### src/rtl/uart_fifo_cmd_sched.sv
// uart_fifo_cmd_sched: decodes one-byte commands from the UART RX stream and
// sequences FIFO reads into UART TX starts.
// Commands: 0x01 SEND_ALL, 0x02 SEND_N (next byte is N), 0x03 FLUSH, 0x04 STATUS.
// Optional feature macro: SCHED_ABORT_EN. When it is defined, a 0x00 byte
// received mid-transfer stops the loop at the next FETCH. When it is not
// defined, that byte is dropped with an err pulse like any other.
// Handshake: rx_valid is a one-cycle strobe with no backpressure, so every byte
// is consumed in the cycle it arrives. fifo_rd_en, fifo_clr and tx_start are
// one-cycle strobes, and tx_busy is this block's only flow control.
module uart_fifo_cmd_sched #(
    parameter int CNT_W       = 8,
    parameter int ARG_TIMEOUT = 1000
) (
    input  logic             clk,
    input  logic             rst_n,
    input  logic [7:0]       rx_data,
    input  logic             rx_valid,
    input  logic             fifo_empty,
    input  logic [CNT_W-1:0] fifo_count,
    input  logic [7:0]       fifo_rd_data,
    output logic             fifo_rd_en,
    output logic             fifo_clr,
    output logic [7:0]       tx_data,
    output logic             tx_start,
    input  logic             tx_busy,
    output logic             busy,
    output logic             done,
    output logic             err,
    output logic [2:0]       dbg_state
);

    typedef enum logic [2:0] {
        IDLE  = 3'd0,
        ARG   = 3'd1,
        FETCH = 3'd2,
        CAPT  = 3'd3,
        LOAD  = 3'd4,
        HOLD  = 3'd5,
        TXW   = 3'd6,
        CLR   = 3'd7
    } state_t;

    typedef enum logic [1:0] {
        M_ALL  = 2'd0,
        M_N    = 2'd1,
        M_STAT = 2'd2
    } mode_t;

    localparam int TO_W = $clog2(ARG_TIMEOUT + 1);
    localparam logic [TO_W-1:0] TO_LAST = TO_W'(ARG_TIMEOUT - 1);

    state_t          state;
    mode_t           mode;
    logic [7:0]      remaining;
    logic [TO_W-1:0] arg_cnt;
    logic [7:0]      count_lo;
    logic            abort_q;
    logic            abort_hit;
    logic            drop_err;

    assign count_lo  = fifo_count[7:0];
    assign busy      = (state != IDLE);
    assign dbg_state = state;

`ifdef SCHED_ABORT_EN
    logic in_xfer;
    assign in_xfer   = (state == FETCH) || (state == CAPT) || (state == LOAD) ||
                       (state == HOLD) || (state == TXW);
    assign abort_hit = in_xfer && rx_valid && (rx_data == 8'h00);

    // Latch a mid-transfer 0x00 so the loop stops at the next FETCH.
    always_ff @(posedge clk) begin
        if (!rst_n)
            abort_q <= 1'b0;
        else if (state == IDLE)
            abort_q <= 1'b0;
        else if (abort_hit)
            abort_q <= 1'b1;
    end
`else
    assign abort_hit = 1'b0;
    assign abort_q   = 1'b0;
`endif

    // A byte that arrives while a command is running is dropped and flagged.
    assign drop_err = rx_valid && (state != IDLE) && (state != ARG) && !abort_hit;

    // Command FSM: all strobes and tx_data are registered here.
    always_ff @(posedge clk) begin
        if (!rst_n) begin
            state      <= IDLE;
            mode       <= M_ALL;
            remaining  <= 8'h00;
            arg_cnt    <= '0;
            tx_data    <= 8'h00;
            fifo_rd_en <= 1'b0;
            fifo_clr   <= 1'b0;
            tx_start   <= 1'b0;
            done       <= 1'b0;
            err        <= 1'b0;
        end else begin
            fifo_rd_en <= 1'b0;
            fifo_clr   <= 1'b0;
            tx_start   <= 1'b0;
            done       <= 1'b0;
            err        <= drop_err;
            case (state)
                IDLE: begin
                    if (rx_valid) begin
                        case (rx_data)
                            8'h01: begin
                                mode       <= M_ALL;
                                state      <= FETCH;
                                fifo_rd_en <= !fifo_empty;
                            end
                            8'h02: begin
                                mode    <= M_N;
                                arg_cnt <= '0;
                                state   <= ARG;
                            end
                            8'h03: begin
                                fifo_clr <= 1'b1;
                                done     <= 1'b1;
                                state    <= CLR;
                            end
                            8'h04: begin
                                mode  <= M_STAT;
                                state <= CAPT;
                            end
                            default: err <= 1'b1;
                        endcase
                    end
                end
                ARG: begin
                    if (rx_valid) begin
                        remaining <= rx_data;
                        if (rx_data == 8'h00) begin
                            done  <= 1'b1;
                            state <= IDLE;
                        end else begin
                            fifo_rd_en <= !fifo_empty;
                            state      <= FETCH;
                        end
                    end else if (arg_cnt == TO_LAST) begin
                        err   <= 1'b1;
                        state <= IDLE;
                    end else begin
                        arg_cnt <= arg_cnt + TO_W'(1);
                    end
                end
                FETCH: begin
                    // The read decision was taken on entry; fifo_rd_en records it.
                    if (fifo_rd_en) begin
                        state <= CAPT;
                    end else begin
                        done  <= 1'b1;
                        err   <= drop_err || abort_q || (mode == M_N);
                        state <= IDLE;
                    end
                end
                CAPT: begin
                    tx_data  <= (mode == M_STAT) ? count_lo : fifo_rd_data;
                    tx_start <= 1'b1;
                    state    <= LOAD;
                end
                LOAD: begin
                    if ((mode == M_N) && (remaining != 8'h00))
                        remaining <= remaining - 8'd1;
                    state <= HOLD;
                end
                HOLD: state <= TXW;
                TXW: begin
                    if (!tx_busy) begin
                        if ((mode == M_STAT) || ((mode == M_N) && (remaining == 8'h00))) begin
                            done  <= 1'b1;
                            state <= IDLE;
                        end else begin
                            fifo_rd_en <= !fifo_empty && !abort_q && !abort_hit;
                            state      <= FETCH;
                        end
                    end
                end
                CLR: state <= IDLE;
                default: state <= IDLE;
            endcase
        end
    end

endmodule

### config.mk
export PLATFORM = sky130hd
export DESIGN_NAME = uart_fifo_cmd_sched
export DESIGN_NICKNAME = d
export VERILOG_FILES = /design/src/rtl/uart_fifo_cmd_sched.sv
export SDC_FILE = /design/constraint.sdc
export NUM_CORES = 1
export LEC_CHECK = 0
export ABC_AREA = 1
export CORE_ASPECT_RATIO = 0.7
export CORE_MARGIN = 2
export CORE_UTILIZATION = 51
export DETAILED_ROUTE_END_ITERATION = 8
export PLACE_DENSITY = 0.8
export RECOVER_POWER = 25
export SYNTH_ARGS = -nofsm -noshare
export SYNTH_HDL_FRONTEND = slang
export SYNTH_SLANG_ARGS = --single-unit
### constraint.sdc
create_clock -name clk -period 1.7 [get_ports clk]
set_input_delay 0.34 -clock clk [delete_from_list [all_inputs] [get_ports clk]]
set_output_delay 0.34 -clock clk [all_outputs]
set_load 0.005 [all_outputs]
==> reports/summary.txt, run 1 <==
outcome: finished clean
Final Hold Vio Count: 0
Hold Path Depth: 3
min cycle time layout: 1.68 ns
vias in the first global route: 2244
Routed WL: 6250 µm
Nets: 465
hold endpoint: fifo_clr
RSZ-0062 raised after global routing: yes
reg2reg end: remaining[3]
Worst Setup Start Kind: register
Psw: 1.49 mW
Post-DP HPWL: 4640 µm
Final Util: 0.706
IO Pins: 46
Synth area leader: dfxtp_1
worst hold start: rx_data[0]
syn_nets: 393
Slew Viols, Final: 0
drt drc: 0
CTS Sinks: 36
htree depth: 2
Synth Warn #: 0
Initial Util: 0.521
top cells by area, synth: dfxtp_1, nand2_1, nor2_1
CTS tree: built
sequential element share of the synthesized area: 0.323
crit path from: dbg_state[0]
Core ar.: 4280 µm²
switching share of power: 0.422
Worst-Margin Slew: 0.534 ns
max_cap viols: 0
slew margin rel.: 0.644
Port Buffer Count: 45
Fin Clk Skew: 0.00556 ns
CP required: 1.36 ns
Placed Instance Area: 2880 µm²
Cell Area, Synth: 2230 µm²
global-route usage over all layers: 0.255
CTS Hold Bufs: 0
R2R cell count: 9
pwr dens: 1170 nW/µm²
GPL Wtd Cong: 0.925
Clock power frac: 0.185
Cell Int Power: 2.04 mW
Pre-antenna DRT Iters: 5
cell with the most instances after synthesis: nand2_1
CP Max Fanout: 6
FFs w/ async S/R, synth: 0
Via density: 5.26
Netlist cell types: 31
Avg Inst Size Synth: 6.18 µm²
total power: 3.52 mW
routed via count: 2574
die height: 59.3 µm
Max Freq: 595 MHz
#FFs+latches synth: 36
Clk Latency, worst-skew pair: 0.29 ns
row count: 20
worst setup path class: reg2out
main flop type after synthesis: dfxtp_1
GRT Residual Overflow: 0
Num CTS Buffers: 5
initial antenna violation count: 0
largest net degree at the start of global routing: 18
share of the synthesized area in the top cell type: 0.323
first-pass GRT wire length: 9960 µm
setup violators final: 0
Hold Crit Class: in2reg
Max Root-Sink Buffers: 2
fraction of layout cells with a size suffix above 1: 0.138
CP endpoint kind: output pin
Seq pwr share: 0.300
Post-synth top cells: nand2_1, nor2_1, dfxtp_1
Reg2Reg Setup Slack: 0.09 ns
post-route design area: 3020 µm²
drt wl/cell: 12.8 µm
1st-iter DRT viols: 214
Cells after Synth: 361
ANT nets after route: 0
n_diodes: 0
Worst-path clk slew: 0.07 ns
VDD IR max: 739 µV
DIE AREA: 4930 µm²
leakage power: 1.30 nW
Logic pwr share: 0.516
Final TNS setup: 0 ns
Fillers: 377
Root Buffer Master: clkbuf_8
Syn-to-layout area delta: 35.4%
Post-synth EDFFs: 0
die width: 83.1 µm
critical path data arrival time: 1.34 ns
reg-to-reg startpoint: remaining[0]
Final period util: 0.988
==> layout make-up <==
class	instances	area, µm²	share of cell area
sequential	36	729	0.242
timing repair buffer	71	643	0.213
tap	55	68.8	0.0228
multi-input combinational	280	1340	0.443
clock inverter	1	7.51	0.00249
inverter	39	146	0.0485
clock buffer	7	86.3	0.0286
==> cells in the final DEF, fill, tap and decap left out, types with 2 or more instances in the layout <==
cell               n
nand2_4            2
buf_4             24
clkdlybuf4s50_1   43
a31oi_1            8
nor2_2             6
dlymetal6s2s_1     2
nor2_1            59
ha_1               3
nand3_1           21
dfxtp_1           33
nand2_2            6
xor2_1             4
nand2_1          103
nor3_1             3
dfxtp_4            2
a21oi_1           22
nand4_1            6
nor2_4             4
inv_1             33
o22ai_1            3
o21ai_0           21
inv_2              5
clkbuf_8           6
clkbuf_1           3
==> logic make-up (layout without fill, tap and decap cells) <==
logic type | Yosys count | count (layout) | share of synthesized area
buf+inv | 46 | 118 | 0.0897
compound gates | 59 | 59 | 0.144
fa+ha+maj | 3 | 3 | 0.0168
flops | 36 | 36 | 0.323
xor+xnor | 5 | 5 | 0.0196
simple gates | 212 | 213 | 0.407
==> state kept, by name (all words and copies together) (netlist names) <==
signal,cells
tx_start,1
fifo_clr,1
remaining,8
err,1
tx_data,8
mode,2
dbg_state,3
arg_cnt,10
fifo_rd_en,1
done,1
==> per-layer routing <==
metal,global-route usage,vias to the layer above,share of wire
li1,-,1305,-
met2,0.401,84,0.43
met4,0.0585,0,0.0074
met1,0.353,1179,0.48
met5,0,-,0
met3,0.0710,6,0.080
==> worst max-delay path, stage by stage, from the launching register on <==
cell and delay, ns:
dfxtp_4 0.37, inv_2 0.07, nand2_4 0.10, clkdlybuf4s50_1 0.51
==> per-stage QoR <==
step / cells / hold slack [ns] / setup WS [ns]
detailed placement: 478 / 0.456 / -0.268
global route: 489 / 0.446 / -0.0682
CTS: 487 / 0.469 / 0.00423
floorplan: 361 / 0.439 / 0.311
global placement: 478 / 0.451 / -0.179
finish: 489 / 0.422 / 0.0201
==> how the worst max path moves through the flow <==
stage	to	slack (ns)	depth (start not counted)
after floorplan	arg_cnt[6]	0.31	8
after global placement	dbg_state[1]	-0.18	9
after detailed placement	dbg_state[2]	-0.27	10
after CTS	busy	0.004	3
after global routing	dbg_state[2]	-0.07	10
final	busy	0.02	3
==> timing repair <==
action / 4_1_cts / 5_1_grt
endpoints found under the setup margin: 3 / 23
buffers inserted: 1 / 1
gates resized for setup: 5 / 9
cloned: 0 / 1
pin swaps: 1 / 1
hold endpoints to repair: 0 / 0
==> power groups by stage <==
stage | Clock, mW | Sequential (mW) | Combinational (mW)
after global routing | 0.689 | 1.07 | 2.01
after global placement | 0 | 1.06 | 1.65
after CTS | 0.656 | 1.06 | 1.72
after floorplan | 0 | 1.06 | 1.08
final | 0.651 | 1.06 | 1.82
after detailed placement | 0 | 1.06 | 1.68
No activity file was read; power rests on OpenSTA's default activity.
==> inputs of run 2 (changes only) <==
--- a/config.mk
+++ b/config.mk
@@ -8,10 +8,9 @@
 export ABC_AREA = 1
 export CORE_ASPECT_RATIO = 0.7
 export CORE_MARGIN = 2
-export CORE_UTILIZATION = 51
+export CORE_UTILIZATION = 55
 export DETAILED_ROUTE_END_ITERATION = 8
-export PLACE_DENSITY = 0.8
-export RECOVER_POWER = 25
+export PLACE_DENSITY = 0.85
 export SYNTH_ARGS = -nofsm -noshare
 export SYNTH_HDL_FRONTEND = slang
 export SYNTH_SLANG_ARGS = --single-unit
==> constraint.sdc (replaced) <==
create_clock -name clk -period 2 [get_ports clk]
set_input_delay 0.4 -clock clk [delete_from_list [all_inputs] [get_ports clk]]
set_output_delay 0.4 -clock clk [all_outputs]
set_load 0.005 [all_outputs]
==> run 2 against run 1 <==
Against the previous run:
- worst setup slack better by 0.059 ns
- cell count is 4.5% lower
- power is 20% lower
- sequential cell count stayed put
==> reports/summary.txt, run 2 (same netlist as run 1, synthesis figures left out) <==
dpl ws: -0.0553 ns (+0.213 ns)
Worst-path clk slew: 0.07 ns (about the same)
pwr dens: 991 nW/µm² (-15%)
CTS tree: built
Syn-to-layout area delta: 27.4%
global-route usage over all layers: 0.283 (+0.0279)
Num CTS Buffers: 5 (unchanged)
worst setup path class: reg2out
Core ar.: 3900 µm² (-8.9%)
total power: 2.82 mW (-20%)
worst hold start: remaining[5]
post_cts resized: 0 (-5)
Final Hold Vio Count: 0 (unchanged)
Nets: 446 (-4.1%)
fraction of layout cells with a size suffix above 1: 0.0795 (-0.0587)
htree depth: 2 (unchanged)
placed instance count: 459 (-4.0%)
Fillers: 354 (-6.1%)
1st-iter DRT viols: 168 (-21%)
Fin Clk Skew: 0.00691 ns (+0.00135 ns)
Worst-Margin Slew: 0.449 ns (-0.0851 ns)
non-filler instance count after layout: 467 (-4.5%)
CTS Hold Bufs: 0 (unchanged)
Clk Latency, worst-skew pair: 0.29 ns (about the same)
crit path from: dbg_state[0]
Biggest register: arg_cnt
Sequential cell area: 721 µm² (-1.2%)
Final period util: 0.960
VDD IR max: 763 µV (+3.2%)
die height: 57.3 µm (-3.5%)
Top Registers: arg_cnt (10), remaining (8), tx_data (8)
drt drc: 0 (unchanged)
area of the multi-input gates: 1310 µm² (-2.1%)
Root Buffer Master: clkbuf_8
n_diodes: 0 (unchanged)
Routed WL: 5960 µm (-4.6%)
final worst slack: 0.0790 ns (+0.0590 ns)
GRT Residual Overflow: 0 (unchanged)
largest net degree at the start of global routing: 18 (unchanged)
row count: 19 (-5.0%)
IO Pins: 46 (unchanged)
first-pass GRT wire length: 10100 µm (+1.0%)
Post-DP HPWL: 4520 µm (-2.7%)
Max Freq: 521 MHz
Port Buffer Count: 45 (unchanged)
Hold Crit Class: reg2reg
slew margin rel.: 0.700 (+0.0560)
GPL Wtd Cong: 0.962 (+4.0%)
Pre-antenna DRT Iters: 5 (unchanged)
CTS Sinks: 36 (unchanged)
Via density: 5.37 (+2.0%)
ANT nets after route: 0 (unchanged)
CP Max Fanout: 6 (unchanged)
vias in the first global route: 2252 (+0.36%)
drt wl/cell: 12.8 µm (about the same)
max reg flops: 10 (unchanged)
critical path data arrival time: 1.52 ns (+0.18 ns)
initial antenna violation count: 0 (unchanged)
outcome: finished clean
die width: 80.1 µm (-3.5%)
most frequent cells in the layout: nand2_1, nor2_1, clkdlybuf4s50_1
RSZ-0062 raised after global routing: no
reg-to-reg startpoint: dbg_state[2]
Initial Util: 0.572 (+0.0509)
Slew Viols, Final: 0 (unchanged)
leakage power: 1.20 nW (-8.0%)
CP endpoint kind: output pin
Worst Setup Start Kind: register
Max Root-Sink Buffers: 2 (unchanged)
DIE AREA: 4590 µm² (-6.9%)
CP required: 1.60 ns (+0.24 ns)
routed via count: 2508 (-2.6%)
setup violators final: 0 (unchanged)
Final TNS setup: 0 ns (unchanged)
commonest non-fill, non-tap cell in the layout: nand2_1
postcts setup bufs: 0 (-1)
max_cap viols: 0 (unchanged)
Hold WS: 0.465 ns (+0.0422 ns)
min cycle time layout: 1.92 ns
run 2: where the power goes:
| part | leakage, nW | switching (mW) | internal (mW) |
|---|---|---|---|
| clock | 0.0455 | 0.259 | 0.281 |
| sequential | 0.292 | 0.0972 | 0.802 |
| combinational | 0.861 | 0.851 | 0.525 |
run 2: per-stage QoR:
step,utilization,instance area [µm²]
6_report,0.729,2840
5_1_grt,0.729,2840
4_1_cts,0.729,2840
3_5_place_dp,0.706,2750
3_3_place_gp,0.706,2750
2_1_floorplan,-,2230
run 2: final cells by class:
cell class                      instances  share of cell area
Clock buffer                            8              0.0317
Inverter                               39              0.0515
Multi-Input combinational cell        279               0.461
Sequential cell                        36               0.254
Tap cell                               52              0.0229
Timing Repair Buffer                   53               0.180
run 2: final timing paths:
check | endpoint | slack (ns) | depth (start not counted)
setup / recovery | busy | 0.08 | 3
hold / removal | remaining[5] | 0.46 | 2
setup reg to reg | arg_cnt[3] | 0.33 | 8
hold reg to reg | remaining[5] | 0.46 | 2
run 2: critical path: stages (launching register included):
cell and delay (ns):
dfxtp_1 0.48, inv_2 0.13, nand2_4 0.12, clkdlybuf4s50_1 0.50
run 2: per-layer routing:
layer | track usage | share of wire | vias up
met5 | 0 | 0 | -
met4 | 0.0751 | 0.0097 | 0
met3 | 0.0902 | 0.093 | 11
met2 | 0.414 | 0.41 | 105
met1 | 0.404 | 0.48 | 1122
li1 | - | - | 1270
==> inputs of run 3 (changes only) <==
--- a/config.mk
+++ b/config.mk
@@ -8,7 +8,7 @@
 export ABC_AREA = 1
 export CORE_ASPECT_RATIO = 0.7
 export CORE_MARGIN = 2
-export CORE_UTILIZATION = 55
+export CORE_UTILIZATION = 46
 export DETAILED_ROUTE_END_ITERATION = 8
 export PLACE_DENSITY = 0.85
 export SYNTH_ARGS = -nofsm -noshare
==> constraint.sdc (replaced) <==
create_clock -name clk -period 1.67 [get_ports clk]
set_input_delay 0.334 -clock clk [delete_from_list [all_inputs] [get_ports clk]]
set_output_delay 0.334 -clock clk [all_outputs]
set_load 0.005 [all_outputs]
==> run 3 against run 2 <==
Against the previous run:
- critical endpoint is now dbg_state[0]
- wire length is 0.52% higher
- clock-buffer cell count shrank 2
- power increased by 27%
- utilization fell by 9.2 points
- highest routed layer unchanged
- worst hold slack worse by 0.055 ns
- worst setup slack got worse by 0.021 ns
- sequential power increased by 18%
==> reports/summary.txt, run 3 (same netlist as run 1, synthesis figures left out) <==
Reg2Reg Setup Slack: 0.10 ns (-0.23 ns)
Worst-Margin Slew: 0.389 ns (-0.0602 ns)
Via density: 5.19 (-3.4%)
max reg flops: 10 (unchanged)
row count: 21 (+2)
setup violators final: 0 (unchanged)
Num CTS Buffers: 5 (unchanged)
DIE AREA: 5430 µm² (+18%)
ANT nets after route: 0 (unchanged)
die height: 62.3 µm (+8.7%)
fraction of layout cells with a size suffix above 1: 0.144 (+0.0647)
GPL Wtd Cong: 0.955 (-0.73%)
Max Freq: 620 MHz
Routed WL: 5990 µm (+0.52%)
CP Max Fanout: 4 (-2)
Root Buffer Master: clkbuf_8
GRT Residual Overflow: 0 (unchanged)
total power: 3.59 mW (+27%)
Port Buffer Count: 45 (unchanged)
Syn-to-layout area delta: 35.1%
final worst slack: 0.0579 ns (-0.0211 ns)
Core ar.: 4730 µm² (+21%)
vias in the first global route: 2191 (-2.7%)
Worst Setup Start Kind: register
commonest non-fill, non-tap cell in the layout: nand2_1
CP required: 1.34 ns (-0.26 ns)
slew margin rel.: 0.740 (+0.0402)
routed via count: 2526 (+0.72%)
dpl ws: -0.307 ns (-0.252 ns)
most frequent cells in the layout: nand2_1, nor2_1, clkdlybuf4s50_1
hold endpoint: fifo_clr
non-filler instance count after layout: 487 (+4.3%)
Top Registers: arg_cnt (10), remaining (8), tx_data (8)
CP endpoint kind: output pin
Final Util: 0.637 (-0.0921)
placed instance count: 476 (+3.7%)
worst setup path class: reg2out
Hold Crit Class: in2reg
Fin Clk Skew: 0.00736 ns (+0.000454 ns)
Worst-path clk slew: 0.07 ns (about the same)
htree depth: 2 (unchanged)
CTS Sinks: 36 (unchanged)
Final period util: 0.965
VDD IR max: 458 µV (-40%)
Hold Path Depth: 3 (+1)
drt wl/cell: 12.3 µm (-3.6%)
reg2reg end: arg_cnt[2]
R2R cell count: 10 (+2)
Biggest register: arg_cnt
1st-iter DRT viols: 183 (+8.9%)
max_cap viols: 0 (unchanged)
CTS Hold Bufs: 0 (unchanged)
min cycle time layout: 1.61 ns
IO Pins: 46 (unchanged)
initial antenna violation count: 0 (unchanged)
Post-DP HPWL: 4350 µm (-3.7%)
first-pass GRT wire length: 9680 µm (-3.8%)
CTS tree: built
largest net degree at the start of global routing: 18 (unchanged)
post-route design area: 3010 µm² (+6.0%)
Max Root-Sink Buffers: 2 (unchanged)
n_diodes: 0 (unchanged)
global-route usage over all layers: 0.222 (-0.0603)
outcome: finished clean
pwr dens: 1190 nW/µm² (+20%)
Clk Latency, worst-skew pair: 0.30 ns (about the same)
Final TNS setup: 0 ns (unchanged)
worst hold start: rx_data[0]
drt drc: 0 (unchanged)
Initial Util: 0.472 (-0.101)
leakage power: 1.30 nW (+8.6%)
die width: 87.2 µm (+8.9%)
critical path data arrival time: 1.28 ns (-0.24 ns)
Placed Instance Area: 2850 µm² (+3.5%)
reg-to-reg startpoint: dbg_state[1]
Pre-antenna DRT Iters: 5 (unchanged)
Slew Viols, Final: 0 (unchanged)
Hold WS: 0.409 ns (-0.0553 ns)
Nets: 462 (+3.6%)
Final Hold Vio Count: 0 (unchanged)
run 3: cell types whose count changed in the layout (fill, tap and decap cells not counted), moves of 2 or more:
| cell | change |
|---|---|
| clkdlybuf4s50_1 | -3 |
| dfxtp_1 | -3 |
| dfxtp_2 | +2 |
| nor2_2 | +5 |
| nand2_1 | -2 |
| dlymetal6s2s_1 | +2 |
| nor2_1 | -7 |
| nor2_4 | +3 |
| buf_4 | +15 |
run 3: timing repair:
item / CTS / global route
endpoints found under the setup margin: 2 / 24
endpoints found under the hold margin: 0 / 0
cloned: 0 / 1
gates resized for setup: 4 / 17
pin swaps: 1 / 4
setup buffers: 1 / 2
run 3: power breakdown:
part           leakage (nW)  switching (mW)  internal, mW
clock network        0.0410           0.307         0.283
logic                 0.967            1.14         0.795
registers             0.293          0.0866         0.973
total                  1.30            1.53          2.05
run 3: layer usage:
| layer | up-vias | GRT usage | routed length (µm) |
|---|---|---|---|
| met3 | 10 | 0.0838 | 622 |
| met1 | 1106 | 0.303 | 2730 |
| li1 | 1295 | - | - |
| met2 | 115 | 0.327 | 2550 |
| met4 | 0 | 0.0635 | 87 |
| met5 | - | 0 | 0 |
run 3: cell type report:
type / instances / area [µm²]
Clock inverter: 1 / 5.00
Multi-Input combinational cell: 280 / 1360
Fill cell: 437 / 1720
Inverter: 39 / 146
Timing Repair Buffer: 68 / 627
Sequential cell: 36 / 727
Tap cell: 57 / 71.3
Clock buffer: 6 / 72.6
run 3: how the worst max path moves through the flow:
| stage | from | slack, ns | end |
|---|---|---|---|
| 4_1_cts | dbg_state[2] | 0.0008 | dbg_state[2] |
| 2_1_floorplan | arg_cnt[0] | 0.28 | arg_cnt[6] |
| 5_1_grt | dbg_state[1] | -0.03 | arg_cnt[3] |
| 6_report | dbg_state[0] | 0.06 | dbg_state[0] |
| 3_3_place_gp | rx_data[6] | -0.21 | dbg_state[2] |
| 3_5_place_dp | rx_data[5] | -0.31 | dbg_state[2] |
run 3: worst max-delay path, cell delays in order, from the launching register on:
cell             delay [ns]
dfxtp_2                0.34
buf_4                  0.15
clkdlybuf4s50_1        0.50
